--- src/rtl/pc_sequencer.sv ---
// Fetch program counter with prioritised next-PC selection, address-window masking,
// a circular return-address stack, misalignment trapping and EPC capture.
module pc_sequencer #(
  parameter int unsigned  N            = 32,
  parameter int unsigned  ADDR_BITS    = 20,
  parameter logic [N-1:0] RESET_VECTOR = '0,
  parameter logic [N-1:0] EXC_VECTOR   = N'(32'h0000_0180),
  parameter int unsigned  RAS_DEPTH    = 4
) (
  input  logic         clk,
  input  logic         reset,
  input  logic         i_Stall_b,
  input  logic         i_Branch_b,
  input  logic [N-1:0] i_BranchTarget_dw,
  input  logic         i_Jump_b,
  input  logic         i_Call_b,
  input  logic [N-1:0] i_JumpTarget_dw,
  input  logic         i_Return_b,
  input  logic         i_Exception_b,
  output logic [N-1:0] o_PCValue_dw,
  output logic [N-1:0] o_PCPlus4_dw,
  output logic [N-1:0] o_EPC_dw,
  output logic         o_Trap_b,
  output logic [1:0]   o_TrapCause_dw,
  output logic         o_RasEmpty_b,
  output logic         o_RasFull_b
);

  localparam int unsigned  PTR_W     = $clog2(RAS_DEPTH);
  localparam int unsigned  CNT_W     = $clog2(RAS_DEPTH + 1);
  // ADDR_BITS must be smaller than N
  localparam logic [N-1:0] ADDR_MASK = {{(N-ADDR_BITS){1'b0}}, {ADDR_BITS{1'b1}}};
  localparam logic [1:0]   CAUSE_EXT = 2'b00;
  localparam logic [1:0]   CAUSE_MIS = 2'b01;
  localparam logic [1:0]   CAUSE_UNF = 2'b10;

  function automatic logic [N-1:0] mask_addr(input logic [N-1:0] x);
    return x & ADDR_MASK;
  endfunction

  logic [N-1:0]     pc_q, pc_d;
  logic [N-1:0]     epc_q, epc_d;
  logic [1:0]       cause_q, cause_d;
  logic             trap_q, trap_d;
  logic [PTR_W-1:0] ptr_q, ptr_d;
  logic [CNT_W-1:0] cnt_q, cnt_d;
  logic             empty_q, empty_d;
  logic             full_q, full_d;
  logic [N-1:0]     ras_q [RAS_DEPTH];
  logic [N-1:0]     ras_d [RAS_DEPTH];

  logic [N-1:0]     pc_plus4;
  logic             take_trap;
  logic [1:0]       trap_cause;

  assign pc_plus4 = mask_addr(pc_q + N'(4));

  // Next-PC selection; a trap overrides whatever the priority chain picked.
  always_comb begin
    pc_d       = pc_q;
    epc_d      = epc_q;
    cause_d    = cause_q;
    trap_d     = 1'b0;
    ptr_d      = ptr_q;
    cnt_d      = cnt_q;
    ras_d      = ras_q;
    take_trap  = 1'b0;
    trap_cause = CAUSE_EXT;

    if (i_Exception_b) begin
      take_trap = 1'b1;
    end else if (i_Stall_b) begin
      pc_d = pc_q;
    end else if (i_Return_b) begin
      if (cnt_q == CNT_W'(0)) begin
        take_trap  = 1'b1;
        trap_cause = CAUSE_UNF;
      end else begin
        ptr_d = ptr_q - PTR_W'(1);
        pc_d  = ras_q[ptr_q - PTR_W'(1)];
        cnt_d = cnt_q - CNT_W'(1);
      end
    end else if (i_Jump_b) begin
      if (i_JumpTarget_dw[1:0] != 2'b00) begin
        take_trap  = 1'b1;
        trap_cause = CAUSE_MIS;
      end else begin
        pc_d = mask_addr(i_JumpTarget_dw);
        // Full stack: the write lands on the oldest slot and the count saturates
        if (i_Call_b) begin
          ras_d[ptr_q] = pc_plus4;
          ptr_d        = ptr_q + PTR_W'(1);
          if (cnt_q != CNT_W'(RAS_DEPTH)) cnt_d = cnt_q + CNT_W'(1);
        end
      end
    end else if (i_Branch_b) begin
      if (i_BranchTarget_dw[1:0] != 2'b00) begin
        take_trap  = 1'b1;
        trap_cause = CAUSE_MIS;
      end else begin
        pc_d = mask_addr(i_BranchTarget_dw);
      end
    end else begin
      pc_d = pc_plus4;
    end

    if (take_trap) begin
      pc_d    = mask_addr(EXC_VECTOR);
      epc_d   = pc_q;
      cause_d = trap_cause;
      trap_d  = 1'b1;
    end

    empty_d = (cnt_d == CNT_W'(0));
    full_d  = (cnt_d == CNT_W'(RAS_DEPTH));
  end

  always_ff @(posedge clk) begin
    if (reset) begin
      pc_q    <= mask_addr(RESET_VECTOR);
      epc_q   <= '0;
      cause_q <= '0;
      trap_q  <= 1'b0;
      ptr_q   <= '0;
      cnt_q   <= '0;
      empty_q <= 1'b1;
      full_q  <= 1'b0;
      for (int i = 0; i < int'(RAS_DEPTH); i++) ras_q[i] <= '0;
    end else begin
      pc_q    <= pc_d;
      epc_q   <= epc_d;
      cause_q <= cause_d;
      trap_q  <= trap_d;
      ptr_q   <= ptr_d;
      cnt_q   <= cnt_d;
      empty_q <= empty_d;
      full_q  <= full_d;
      ras_q   <= ras_d;
    end
  end

  assign o_PCValue_dw   = pc_q;
  assign o_PCPlus4_dw   = pc_plus4;
  assign o_EPC_dw       = epc_q;
  assign o_Trap_b       = trap_q;
  assign o_TrapCause_dw = cause_q;
  assign o_RasEmpty_b   = empty_q;
  assign o_RasFull_b    = full_q;

endmodule

--- config.mk ---
export PLATFORM = sky130hd
export DESIGN_NAME = pc_sequencer
export DESIGN_NICKNAME = d
export VERILOG_FILES = /design/src/rtl/pc_sequencer.sv
export SDC_FILE = /design/constraint.sdc
export NUM_CORES = 1
export LEC_CHECK = 0
export BUFFER_PORTS_ARGS = -buffer_cell sky130_fd_sc_hd__clkbuf_2
export CORE_MARGIN = 5
export CORE_UTILIZATION = 30
export DETAILED_ROUTE_END_ITERATION = 8
export PLACE_DENSITY = 0.59
export SLEW_MARGIN = 10
export SYNTH_ARGS = -nofsm -noshare
export SYNTH_HDL_FRONTEND = slang
export SYNTH_SLANG_ARGS = --single-unit
--- constraint.sdc ---
create_clock -name clk -period 3.47 [get_ports clk]
set_input_delay 0.5205 -clock clk [delete_from_list [all_inputs] [get_ports clk]]
set_output_delay 0.5205 -clock clk [all_outputs]
set_load 0.005 [all_outputs]
-- After elaboration in Yosys (flattened, before gate mapping)
Index checks and enable logic that the tools add are counted.
- bitwise operators: 6
- multipliers: 0
- divide/modulo/power cells: 0
- $add $sub $neg: 5
- shifts and indexed selects: 0
- muxes and demuxes: 45
- order comparisons: 3
- reduce and logical (&&, ||, !) cells: 12
- equal/unequal tests: 11
- operators by type and width (kind ; number):
    $mux W32 ; 9
    $bwmux W128 ; 1
    $bmux W32 S2 ; 1
    $demux W32 S2 ; 1
    $mux W9 ; 3
    $mux W3 ; 8
    $add A20 B3 Y20 const B ; 1
    $mux W2 ; 10
    $mux W1 ; 12
    $reduce_and A6 Y1 ; 2
    $reduce_and A5 Y1 ; 2
    $ne A3 B3 Y1 const B ; 3
    $ne A4 B4 Y1 const B ; 2
    $reduce_bool A2 Y1 ; 4
    $ge A3 B3 Y1 const B ; 2
    $logic_not A3 Y1 ; 2
    $not A2 Y3 ; 2
    $ne A5 B5 Y1 const B ; 1
    $ne A2 B1 Y1 const B ; 2
    $ne A2 B2 Y1 const B ; 2
    $not A1 Y1 ; 4
    $add A3 B1 Y3 const B ; 1
    $eq A3 B3 Y1 const B ; 1
    $lt A3 B1 Y1 const B ; 1
    other kinds (5) ; 5
- input bits: 72
- bits in writable memories: 0
- memory bits (read-only): 0
- memories kept: 0
- logic and storage cells: 95
- register bits: 202
- output and inout port bits: 101
- latch bits: 0

-- Depth between registers and ports, before layout
- depth after elaboration: 10
- depth in mapped cells: 10
- mapped depth without buffers: 7

-- Least setup slack after synthesis
No wires, ideal clock.
- kind: reg-to-reg
- start point: register ptr_q[0]
- end point: register pc_q[16], in the netlist o_PCValue_dw[16]
- period minus slack after synthesis: 2.672 ns
- library setup time: 0.131 ns
- required time: 3.339 ns
- cell stages (with the launch flop): 11
- slack: 0.798 ns
- data arrival time: 2.542 ns
- cells stage by stage: dfxtp_1 > clkbuf_1 > clkbuf_1 > inv_1 > ha_1 > buf_2 > mux4_2 > nand2_1 > o21ai_0 > o21ai_0 > a21oi_1
- word-level cells in the longest chain between the ends: 7
- ends and longest elaborated chain (what ; line ; source):
    start: declaration ; 45 ; logic [PTR_W-1:0] ptr_q, ptr_d;
    start signal: assignment ; 134 ; ptr_q <= ptr_d;
    $sub A2 B1 Y2 ; 80 ; pc_d = ras_q[ptr_q - PTR_W'(1)];
    $not A2 Y3 (implied by the code) ; 80 ;
    $bmux W32 S2 ; 80 ;
    $mux W32 (implied by the code) (2 in a row) ; 80 ;
    $mux W32 ; 75 ; if (cnt_q == CNT_W'(0)) begin
    $mux W32 ; 74 ; end else if (i_Return_b) begin
    end signal: assignment ; 120 ; pc_q <= mask_addr(RESET_VECTOR);
    end signal: assignment ; 130 ; pc_q <= pc_d;
    end: declaration ; 41 ; logic [N-1:0] pc_q, pc_d;
Every way passes these cells. The select of a mux whose other input is x is not followed.
A chain may end at the register's enable or synchronous reset.

-- Worst setup path in the final report
- start point: register pc_q[2], in the netlist o_PCValue_dw[2]
- end point: output o_PCPlus4_dw[18]
- word-level cells in the longest chain between the ends: 1
- ends and longest elaborated chain (what ; line ; source):
    $add A20 B3 Y20 ; 56 ; assign pc_plus4 = mask_addr(pc_q + N'(4));
    end: declaration ; 21 ; output logic [N-1:0] o_PCPlus4_dw,
Every way passes these cells.

==> impl_metrics.toml <==
[clock_tree]
cts.path.max_buffers = 2
clk_latency_ns = 0.42
cts_inserted_buffers = 17
htree_num_levels = 4
cts_resized = 0
clkSinkCount = 130
cts.clk_slew.worst_paths_ns = 0.06
ctsHoldBuffers = 0
clock_tree.root_cell = "clkbuf_16"
cts_setup_buffers = 0
cts_tree = "built"

[logic_synthesis]
synth-edff-count = 0
synth_top_family_by_area = "compound AO/OA/AOI/OAI gates"
async_flop_share_pct = 0
synth-simple-area-share_pct = 18.3
synth_cells = 730
yosys_most_used_dff = "dfxtp_1"
yosys_register_bits = 130
yosysTopAreaCellShare_pct = 40.9
synth_compound_area_share_pct = 19.8
synth-xor-area-share_pct = 2.34
ys_seq_area_share_pct = 40.9
synth_area_leaders = "dfxtp_1 (41%), nor2_1 (6.8%), a211oi_1 (6.4%)"
synth_cell_type_count = 56
yosysTopAreaCell = "dfxtp_1"
synthAdderAreaFrac_pct = 1.57
ys_warn_count = 0
synth_mux_area_share_pct = 7.50
syn_area_per_cell_um2 = 8.72
netlist_area_mm2 = 0.00637

[route]
drtIter0Drc = 385
vias_per_cell = 5.02
avgRoutedWirePerCell_um = 17.3
wl_um = 19300
vias = 5588
dr.pass1.iters = 4
drc_errors = 0
postRouteAntennaNets = 0

[critical_path]
r2r-start = "ptr_q[1]"
r2r_end = "o_PCValue_dw[16]"
end_kind = "output pin"
crit_path_frequent_cell = "inv_1"
crit_family = "simple AND/OR/NAND/NOR gates"
critical_path_class = "register to output pin"
crit_slowest_cell = "or3_4"
slowest_delay_ns = 0.42
path_max_fanout = 7
reg2reg_depth = 8
arrival_ns = 2.51
r2r_setup_slack_ns = 1.15
worst-path-buf-inv = 4
worstPathRequired_ns = 2.95
path_cells = "buf_4 > ha_1 > inv_1 > or3_4 > nand2b_4 > xor2_1 > inv_1 > clkbuf_2"
start_kind = "register"

[global_route]
grt_pass1_wl_um = 29600
busiest_layer = "met2"
grt_util_all_layers_pct = 15.5
overflow = 0
grt_pass1_vias = 5188
grt_max_degree = 72
use_met2_pct = 26.1
groute.layer.met1.usage_pct = 19.5
antenna_found_initial = 0
grtUsageMet3_pct = 3.25

[outcome]
status = "finished, final reports clean"

[timing]
tns_ns = 0
setup_viol = 0
max_freq_ghz = 0.330
drv_slew = 0
whs_ns = 0.429
fin_crit_ns = 3.03
skew_ns = 0.0111
slew_headroom_pct = 48.1
post-route-period-util_pct = 87.4
tightest_slew_ns = 0.779
final_hold_viol_count = 0
rsz0062_at_grt = "false"

[cells_and_area]
drive_gt1_share_pct = 23.4
antenna_cells = 0
syn2layout_area_growth_pct = 21.2
nets = 906

[floorplan]
dieArea_mm2 = 0.0242
core-area_mm2 = 0.0210
start_util_pct = 30.4
row_count = 53
io_pins = 173
die_h_um = 156
die_x_um = 156

[power]
clkPwrFrac_pct = 52.4
switching_share_pct = 22.7
power_leakage_nw = 3.08
power_frac_seq_pct = 41.1
vdd.ir_drop.worst_v = 0.000330
p_comb_share_pct = 6.5
switching_power_uw = 838
p_int_mw = 2.86
powerDensity_mw_per_mm2 = 479

[worst_hold_path]
hold_end = "o_TrapCause_dw[1]"
hold_path_class = "input port to register"
min_from = "i_Exception_b"
hold_depth = 2

[placed_design]
dpl.hpwl_um = 13300
gp_congestion = 0.840
portBuffers = 112

[run]
cap_violations = 0
## synthesized netlist by cell type, types with 6 or more instances
master and instances:
dfxtp_1 130, nor2_1 115, nand2_1 57, a211oi_1 54
buf_4 38, a21oi_1 34, clkbuf_1 33, nor3_1 23
o21ai_0 23, inv_1 22, a22o_1 20, buf_2 20
mux4_2 18, nand4_1 11, nand3_1 10, xor2_1 10
a22oi_1 9, ha_1 8, a31oi_1 7, o221ai_1 7
xnor2_1 7, nand2b_1 6, nor4_1 6, o211ai_1 6
## state kept, by name (all words and copies together), names as in the netlist
name	cells
o_RasFull_b	1
o_RasEmpty_b	1
o_PCValue_dw	20
o_TrapCause_dw	2
ras_q	80
cnt_q	3
o_EPC_dw	20
ptr_q	2
o_Trap_b	1
## through the flow
| stage | power (mW) | area (um2) | utilization (%) | setup WS (ns) | instances |
|---|---|---|---|---|---|
| 4_1_cts | 3.73 | 7720 | 36.8 | 0.418 | 1113 |
| 2_1_floorplan | 1.72 | 6500 | - | 0.798 | 765 |
| 3_3_place_gp | 1.79 | 7080 | 33.8 | 0.877 | 1082 |
| 6_report | 3.70 | 7720 | 36.8 | 0.436 | 1113 |
| 5_1_grt | 3.82 | 7720 | 36.8 | 0.282 | 1113 |
| 3_5_place_dp | 1.79 | 7080 | 33.8 | 0.875 | 1082 |
## logic make-up after synthesis
family / Yosys count
compound gates: 179
xor+xnor: 17
fa+ha+maj: 8
buf+inv: 116
flops: 130
mux: 25
other cells: 1
simple gates: 254
## final cells by class
| class | instances | area (um2) |
|---|---|---|
| repair buffers | 136 | 753 |
| well taps | 275 | 344 |
| clock buffers | 18 | 429 |
| flip-flops and latches | 130 | 2600 |
| multi-input cells | 519 | 3300 |
| inverters | 22 | 82.6 |
| clock inverters | 13 | 209 |
| fillers | 2171 | 13200 |
## worst max path at each step
stage                     cells past startpoint            start  slack (ns)               end
after global placement                        8  o_PCValue_dw[2]        0.88  o_PCPlus4_dw[18]
after global routing                          8  o_PCValue_dw[2]        0.28  o_PCPlus4_dw[18]
final                                         8  o_PCValue_dw[2]        0.44  o_PCPlus4_dw[18]
after detailed placement                      8  o_PCValue_dw[2]        0.87  o_PCPlus4_dw[18]
after CTS                                     8  o_PCValue_dw[2]        0.42  o_PCPlus4_dw[18]
after floorplan                              10         ptr_q[0]        0.80  o_PCValue_dw[16]
## metal layers
| metal | up-vias | wire length [um] | part of all wire, % |
|---|---|---|---|
| met5 | - | 0 | 0 |
| met2 | 180 | 9410 | 49 |
| met1 | 2642 | 8220 | 43 |
| li1 | 2734 | - | - |
| met4 | 0 | 418 | 2.2 |
| met3 | 32 | 1210 | 6.3 |
## power by group through the flow
stage	Clock [mW]	Combinational, mW	Sequential (mW)
global placement	0	0.241	1.55
floorplan	0	0.173	1.55
CTS	1.97	0.242	1.52
finish	1.94	0.242	1.52
global route	2.04	0.266	1.52
detailed placement	0	0.241	1.55
## layout by cell type, fill, tap and decap left out, drive strengths merged, types with 2 or more instances in the layout
cell type and count:
a31oi 7, nand2 57, nand4 12, nand2b 7, clkinv 4, dfxtp 130, a221oi 4, bufinv 5
a21oi 34, or3 3, o211a 3, mux2i 5, o221ai 7, and2 4, a211oi 54, nand3 10
clkinvlp 3, mux4 18, and3 4, o2111ai 3, nor3 23, buf 24, o21ai 23, a22oi 9
mux2 2, xnor2 7, conb 36, or2 2, nor4 6, inv 23, clkbuf 130, ha 8
nor2b 4, a22o 20, xor2 10, nor2 116, o211ai 6
(Power assumes the default switching activity.)
